--- config.mk ---
export PLATFORM = sky130hd
export DESIGN_NAME = mem_arbiter_flat
export DESIGN_NICKNAME = d
export VERILOG_FILES = /design/src/rtl/mem_arbiter_if.sv /design/src/rtl/mem_arbiter.sv /design/src/flat_wrapper.sv
export SDC_FILE = /design/constraint.sdc
export NUM_CORES = 1
export LEC_CHECK = 0
export CORE_AREA = 2 2 116 118
export CTS_CLUSTER_DIAMETER = 120
export DETAILED_ROUTE_END_ITERATION = 16
export DIE_AREA = 0 0 118 120
export PLACE_DENSITY = 0.8
export SYNTH_ARGS = -nofsm -noshare
export SYNTH_HDL_FRONTEND = slang
export SYNTH_SLANG_ARGS = --single-unit
--- constraint.sdc ---
create_clock -name clk -period 2.8 [get_ports clk]
set_input_delay 0.42 -clock clk [delete_from_list [all_inputs] [get_ports clk]]
set_output_delay 0.42 -clock clk [all_outputs]
set_load 0.05 [all_outputs]
--- src/rtl/mem_arbiter_if.sv ---
// Bus bundle between the two requesters, the arbiter and the memory.
//   slave  : arbiter side (takes requests and mem_rdata, drives grants, completions, memory bus)
//   master : environment side (requesters and memory model)
// Signals: req/we/addr/wdata per requester in, gnt/done/rdata per requester out,
//          mem_we/mem_addr/mem_wdata to memory, mem_rdata from memory, busy status.
interface mem_arbiter_if #(
    parameter int unsigned AW = 32,
    parameter int unsigned DW = 32
);
    logic          req0;
    logic          req1;
    logic          we0;
    logic          we1;
    logic [AW-1:0] addr0;
    logic [AW-1:0] addr1;
    logic [DW-1:0] wdata0;
    logic [DW-1:0] wdata1;
    logic          gnt0;
    logic          gnt1;
    logic          done0;
    logic          done1;
    logic [DW-1:0] rdata0;
    logic [DW-1:0] rdata1;
    logic          mem_we;
    logic [AW-1:0] mem_addr;
    logic [DW-1:0] mem_wdata;
    logic [DW-1:0] mem_rdata;
    logic          busy;

    modport slave (
        input  req0, req1, we0, we1, addr0, addr1, wdata0, wdata1, mem_rdata,
        output gnt0, gnt1, done0, done1, rdata0, rdata1, mem_we, mem_addr, mem_wdata, busy
    );

    modport master (
        output req0, req1, we0, we1, addr0, addr1, wdata0, wdata1, mem_rdata,
        input  gnt0, gnt1, done0, done1, rdata0, rdata1, mem_we, mem_addr, mem_wdata, busy
    );
endinterface

--- src/rtl/mem_arbiter.sv ---
// Two-port memory arbiter: core (0) and loader/debug (1) share one memory with a fixed
// access latency LAT. Round-robin on contention via a last-grant pointer; each access
// holds the bus for LAT cycles and ends with a one-cycle done pulse.
// Ports:
//   clk   : clock, rising edge
//   reset : synchronous active-low reset
//   bus   : mem_arbiter_if slave modport (requests, grants, completions, memory bus)
module mem_arbiter #(
    parameter int unsigned LAT = 2,
    parameter int unsigned AW  = 32,
    parameter int unsigned DW  = 32
) (
    input logic          clk,
    input logic          reset,
    mem_arbiter_if.slave bus
);

    typedef enum logic [1:0] {StIdle, StBusy0, StBusy1} state_e;

    localparam logic [3:0] CntInit = 4'(LAT);

    state_e        state_q, state_d;
    logic [3:0]    cnt_q, cnt_d;
    logic          lg_q, lg_d;
    logic          cap_we_q, cap_we_d;
    logic [AW-1:0] cap_addr_q, cap_addr_d;
    logic [DW-1:0] cap_wdata_q, cap_wdata_d;

    logic start;
    logic win;

    always_comb begin
        state_d     = state_q;
        cnt_d       = cnt_q;
        lg_d        = lg_q;
        cap_we_d    = cap_we_q;
        cap_addr_d  = cap_addr_q;
        cap_wdata_d = cap_wdata_q;
        start       = 1'b0;
        win         = 1'b0;

        bus.gnt0      = 1'b0;
        bus.gnt1      = 1'b0;
        bus.done0     = 1'b0;
        bus.done1     = 1'b0;
        bus.rdata0    = '0;
        bus.rdata1    = '0;
        bus.mem_we    = 1'b0;
        bus.mem_addr  = '0;
        bus.mem_wdata = '0;
        bus.busy      = 1'b0;

        if (state_q != StIdle) begin
            bus.busy      = 1'b1;
            bus.mem_addr  = cap_addr_q;
            bus.mem_wdata = cap_wdata_q;
            bus.mem_we    = cap_we_q && (cnt_q == CntInit);
            cnt_d         = cnt_q - 4'd1;
        end

        unique case (state_q)
            StIdle: begin
                if (bus.req0 && bus.req1) begin
                    start = 1'b1;
                    win   = ~lg_q;
                end else if (bus.req0) begin
                    start = 1'b1;
                    win   = 1'b0;
                end else if (bus.req1) begin
                    start = 1'b1;
                    win   = 1'b1;
                end
            end
            StBusy0: begin
                bus.gnt0 = 1'b1;
                if (cnt_q == 4'd1) begin
                    bus.done0  = 1'b1;
                    bus.rdata0 = bus.mem_rdata;
                    // Own req is ignored here so contention strictly alternates.
                    if (bus.req1) begin
                        start = 1'b1;
                        win   = 1'b1;
                    end else begin
                        state_d = StIdle;
                    end
                end
            end
            StBusy1: begin
                bus.gnt1 = 1'b1;
                if (cnt_q == 4'd1) begin
                    bus.done1  = 1'b1;
                    bus.rdata1 = bus.mem_rdata;
                    if (bus.req0) begin
                        start = 1'b1;
                        win   = 1'b0;
                    end else begin
                        state_d = StIdle;
                    end
                end
            end
            default: state_d = StIdle;
        endcase

        if (start) begin
            state_d     = win ? StBusy1 : StBusy0;
            cnt_d       = CntInit;
            lg_d        = win;
            cap_we_d    = win ? bus.we1 : bus.we0;
            cap_addr_d  = win ? bus.addr1 : bus.addr0;
            cap_wdata_d = win ? bus.wdata1 : bus.wdata0;
        end
    end

    always_ff @(posedge clk) begin
        if (!reset) begin
            state_q     <= StIdle;
            cnt_q       <= '0;
            lg_q        <= 1'b1;
            cap_we_q    <= 1'b0;
            cap_addr_q  <= '0;
            cap_wdata_q <= '0;
        end else begin
            state_q     <= state_d;
            cnt_q       <= cnt_d;
            lg_q        <= lg_d;
            cap_we_q    <= cap_we_d;
            cap_addr_q  <= cap_addr_d;
            cap_wdata_q <= cap_wdata_d;
        end
    end

endmodule

--- src/flat_wrapper.sv ---
// flat-port wrapper written by rule: the top's interface ports become plain ports
module mem_arbiter_flat 
#(
    parameter int unsigned LAT = 2,
    parameter int unsigned AW  = 32,
    parameter int unsigned DW  = 32
)
  (clk, reset, bus_req0, bus_req1, bus_we0, bus_we1, bus_addr0, bus_addr1, bus_wdata0, bus_wdata1, bus_mem_rdata, bus_gnt0, bus_gnt1, bus_done0, bus_done1, bus_rdata0, bus_rdata1, bus_mem_we, bus_mem_addr, bus_mem_wdata, bus_busy);
  mem_arbiter_if #(.AW(AW), .DW(DW)) bus_i ();
  input logic clk;
  input logic reset;
  input wire logic [$bits(bus_i.req0)-1:0] bus_req0;
  input wire logic [$bits(bus_i.req1)-1:0] bus_req1;
  input wire logic [$bits(bus_i.we0)-1:0] bus_we0;
  input wire logic [$bits(bus_i.we1)-1:0] bus_we1;
  input wire logic [$bits(bus_i.addr0)-1:0] bus_addr0;
  input wire logic [$bits(bus_i.addr1)-1:0] bus_addr1;
  input wire logic [$bits(bus_i.wdata0)-1:0] bus_wdata0;
  input wire logic [$bits(bus_i.wdata1)-1:0] bus_wdata1;
  input wire logic [$bits(bus_i.mem_rdata)-1:0] bus_mem_rdata;
  output wire logic [$bits(bus_i.gnt0)-1:0] bus_gnt0;
  output wire logic [$bits(bus_i.gnt1)-1:0] bus_gnt1;
  output wire logic [$bits(bus_i.done0)-1:0] bus_done0;
  output wire logic [$bits(bus_i.done1)-1:0] bus_done1;
  output wire logic [$bits(bus_i.rdata0)-1:0] bus_rdata0;
  output wire logic [$bits(bus_i.rdata1)-1:0] bus_rdata1;
  output wire logic [$bits(bus_i.mem_we)-1:0] bus_mem_we;
  output wire logic [$bits(bus_i.mem_addr)-1:0] bus_mem_addr;
  output wire logic [$bits(bus_i.mem_wdata)-1:0] bus_mem_wdata;
  output wire logic [$bits(bus_i.busy)-1:0] bus_busy;
  assign bus_i.req0 = bus_req0;
  assign bus_i.req1 = bus_req1;
  assign bus_i.we0 = bus_we0;
  assign bus_i.we1 = bus_we1;
  assign bus_i.addr0 = bus_addr0;
  assign bus_i.addr1 = bus_addr1;
  assign bus_i.wdata0 = bus_wdata0;
  assign bus_i.wdata1 = bus_wdata1;
  assign bus_i.mem_rdata = bus_mem_rdata;
  assign bus_gnt0 = bus_i.gnt0;
  assign bus_gnt1 = bus_i.gnt1;
  assign bus_done0 = bus_i.done0;
  assign bus_done1 = bus_i.done1;
  assign bus_rdata0 = bus_i.rdata0;
  assign bus_rdata1 = bus_i.rdata1;
  assign bus_mem_we = bus_i.mem_we;
  assign bus_mem_addr = bus_i.mem_addr;
  assign bus_mem_wdata = bus_i.mem_wdata;
  assign bus_busy = bus_i.busy;
  mem_arbiter #(.LAT(LAT), .AW(AW), .DW(DW)) u_core (.clk(clk), .reset(reset), .bus(bus_i));
endmodule
==> results of run 1 <==
## state kept, by name (all words and copies together), names as in the netlist
signal	cells
u_core.cap_addr_q	32
u_core.cap_wdata_q	32
u_core.cap_we_q	1
u_core.cnt_q	4
u_core.lg_q	1
u_core.state_q	2
## power breakdown
| group | total (W) | internal (W) | leakage [nW] | switching, W |
|---|---|---|---|---|
| sequential | 0.00128 | 0.00119 | 0.595 | 0.0000881 |
| clock | 0.00114 | 0.000704 | 0.145 | 0.000433 |
| combinational | 0.00205 | 0.000954 | 2.73 | 0.00109 |
## cell usage after synthesis (3+ instances only)
cell / number
nand2b_1: 3
buf_4: 3
clkbuf_1: 40
buf_1: 4
o211ai_2: 40
o211ai_1: 25
and2_1: 130
inv_1: 3
dfxtp_1: 72
a21boi_0: 15
a32oi_1: 65
buf_6: 9
nand2_1: 4
a21boi_1: 50
nor2_1: 6
ha_1: 3
nand3_1: 3
buf_2: 9
nor2b_1: 3
## cell type report
cell class                 instances  share of cell area
timing repair buffer             315               0.480
multi-input combinational        368               0.311
clock buffer                      11              0.0259
sequential                        72               0.154
clock inverter                     4             0.00481
inverter                           3             0.00120
tap                              176              0.0235
## path summary, 6_finish.rpt
| kind | endpoint | from |
|---|---|---|
| worst max-delay path | bus_rdata1[25] | u_core.cnt_q[1] |
| worst min-delay path | u_core.cap_wdata_q[23] | u_core.cap_wdata_q[23] |
| worst max register to register | u_core.cap_addr_q[12] | u_core.cnt_q[1] |
| worst min register to register | u_core.cap_wdata_q[23] | u_core.cap_wdata_q[23] |
## per-layer routing
layer	GRT usage	part of all wire	vias to the layer above	wire, um
met5	0	0	-	0
met4	0.103	0.030	0	578
met3	0.0770	0.071	42	1390
met2	0.491	0.53	239	10200
met1	0.295	0.37	2562	7200
li1	-	-	2416	-
## cells by family (layout without fill, tap and decap cells)
| kind of cell | count (synthesis) | count (layout) | synth area share |
|---|---|---|---|
| and+or+nand+nor | 157 | 157 | 0.209 |
| AOI/OAI and AO/OA | 205 | 205 | 0.393 |
| buffers and inverters | 68 | 333 | 0.0743 |
| adders and majority gates | 3 | 3 | 0.00807 |
| DFF | 72 | 72 | 0.310 |
| xor gates and xnor gates | 3 | 3 | 0.00565 |
## worst min-delay path, cell delays in order (launching register included)
cell      delay (ns)
dfxtp_1         0.32
a32oi_1         0.08
a21boi_1        0.10
## metrics by stage
stage / std cells / util
6_report: 949 / 0.721
5_1_grt: 949 / 0.721
4_1_cts: 949 / 0.720
3_5_place_dp: 934 / 0.698
3_3_place_gp: 934 / 0.698
2_1_floorplan: 508 / -
==> results by group, run 1 <==
Outcome
  – Status: complete, no violations

Timing
  – Final period utilization: 0.945
  – Final setup margin: 0.154 ns
  – Fin Setup TNS: 0 ns
  – Hold slack: 0.538 ns
  – Final hold vios: 0
  – Clock skew: roughly 0.0055 ns
  – Worst slew margin: 0.492
  – Achievable Freq: 378 MHz
  – Final setup viols: 0
  – Worst Tran Pin Value: 0.762 ns
  – Final slew viol count: 0
  – RSZ-0062 raised after global routing: false
  – Crit path time final: approximately 2.6 ns

Setup path
  – Req. time, crit path: 2.38 ns
  – Crit-path slowest cell: or3b_1
  – Critical Path Stages: 7
  – CP top delay family: simple AND/OR/NAND/NOR gates
  – CP max FO: 33
  – Worst setup EP type: output port
  – Cells on worst reg2reg path: 8
  – CP Launch Type: register
  – R2R Setup Slk: 0.41 ns
  – Crit path DAT: between 2 and 2.5 ns
  – Crit path buf inv count: 3
  – Crit path cell chain: inv_1 -> ha_1 -> or3b_1 -> nor3b_2 -> buf_6 -> and2_1 -> buf_12
  – Worst Path Class, Setup: reg -> out
  – Crit path largest cell delay: between 0.4 and 0.5 ns

Layout
  – Fillers: 936
  – NumNets Final: 938
  – Leading cell type in the layout, fill and taps excluded: clkdlybuf4s50_1
  – Multi-input gate area: 0.00291 mm2
  – Most frequent cells in the layout: 167 x clkdlybuf4s50_1, 136 x buf_12, 130 x and2_1
  – Layout cells sized above 1: 0.272
  – Ant. Diodes: 0
  – Area delta synth->final: 101%
  – FF/Latch Area: about 0.0014 mm2
  – Fin area: 0.00936 mm2

Drt
  – DRT iter0 DRCs: 390
  – Drc violations: 0
  – Routed WL per cell: approximately 20 um
  – Routed Antenna Nets: 0
  – Routed WL: 19.4 mm
  – Vias/cell: about 5.5
  – DRT Pass-1 Iters: 6
  – Routed vias: 5,259

Clocking
  – Skew-Pair Late Insertion Delay: 0.33 ns
  – Clock sink count: 72
  – Number of CTS-inserted buffers: 9
  – Clock transition at the registers of the reported paths: 0.06 ns
  – CTS resizes: 0
  – Post-CTS Setup Inserts: 0
  – CTS tree: built
  – Max clock buf depth: 2
  – Root buffer cell: clkbuf_16
  – Hold_buf cts: 0
  – H-tree depth: 3

Synthesis
  – Seq/Total Area, Yosys: 0.310
  – Synth area leaders: dfxtp_1 31%, and2_1 17%, a32oi_1 12%
  – Primary FF master, synth: dfxtp_1
  – Mapped Cells: 508
  – Async S/R FF share, synth: 0
  – Synth Register Bits: between 70 and 80
  – Post-Synthesis Cell Area: 0.00465 mm2
  – Synth warn: 0
  – Largest area contributor in the netlist: dfxtp_1
  – Post-Syn Nets: 677
  – Post-Syn Area per Cell: about 9.2 um2
  – Synth cell types: 36
  – Post-synth EDFFs: 0
  – Top cell type's share of synthesized area: 0.310

Placed design
  – I/O Buffers: 299
  – Post-placement setup slack: 0.414 ns
  – Dpl hpwl: 14.2 mm
  – Gpl congestion: ~0.82
  – Dpl cell area: about 0.009 mm2

Hold path
  – Hold path depth: 2
  – Hold Path Class: reg -> reg

GRT
  – Initial antenna violation count: 0
  – Vias in the first global route: 5,380
  – Largest net degree at the start of global routing: 69
  – GRT Overall Usage: 0.269
  – First-pass GRT wire length: 30.3 mm
  – Gr ovfl total: 0

Power and ir drop
  – Tot Pwr: 0.00446 W
  – VDD IR-drop max: ~0.34 mV
  – Power per cell area: 477 mW/mm2
  – Static Leakage: 3.47 nW

Floorplan
  – Initial core utilization: 0.358
  – Die X: 118 um
  – Die Height: 120 um
  – FP Rows: 42
  – IO Pins: 300
  – DIE AREA: 0.0142 mm2
  – Core area: 0.0130 mm2

Job
  – Maxcap violations: 0
Power figures use the tool's default switching activity.
==> run 2, diff against run 1 <==
Settings changed: SKIP_LAST_GASP set to 1.
==> results of run 2 <==
Final layout, timing and power as in run 1 (identical DEF).
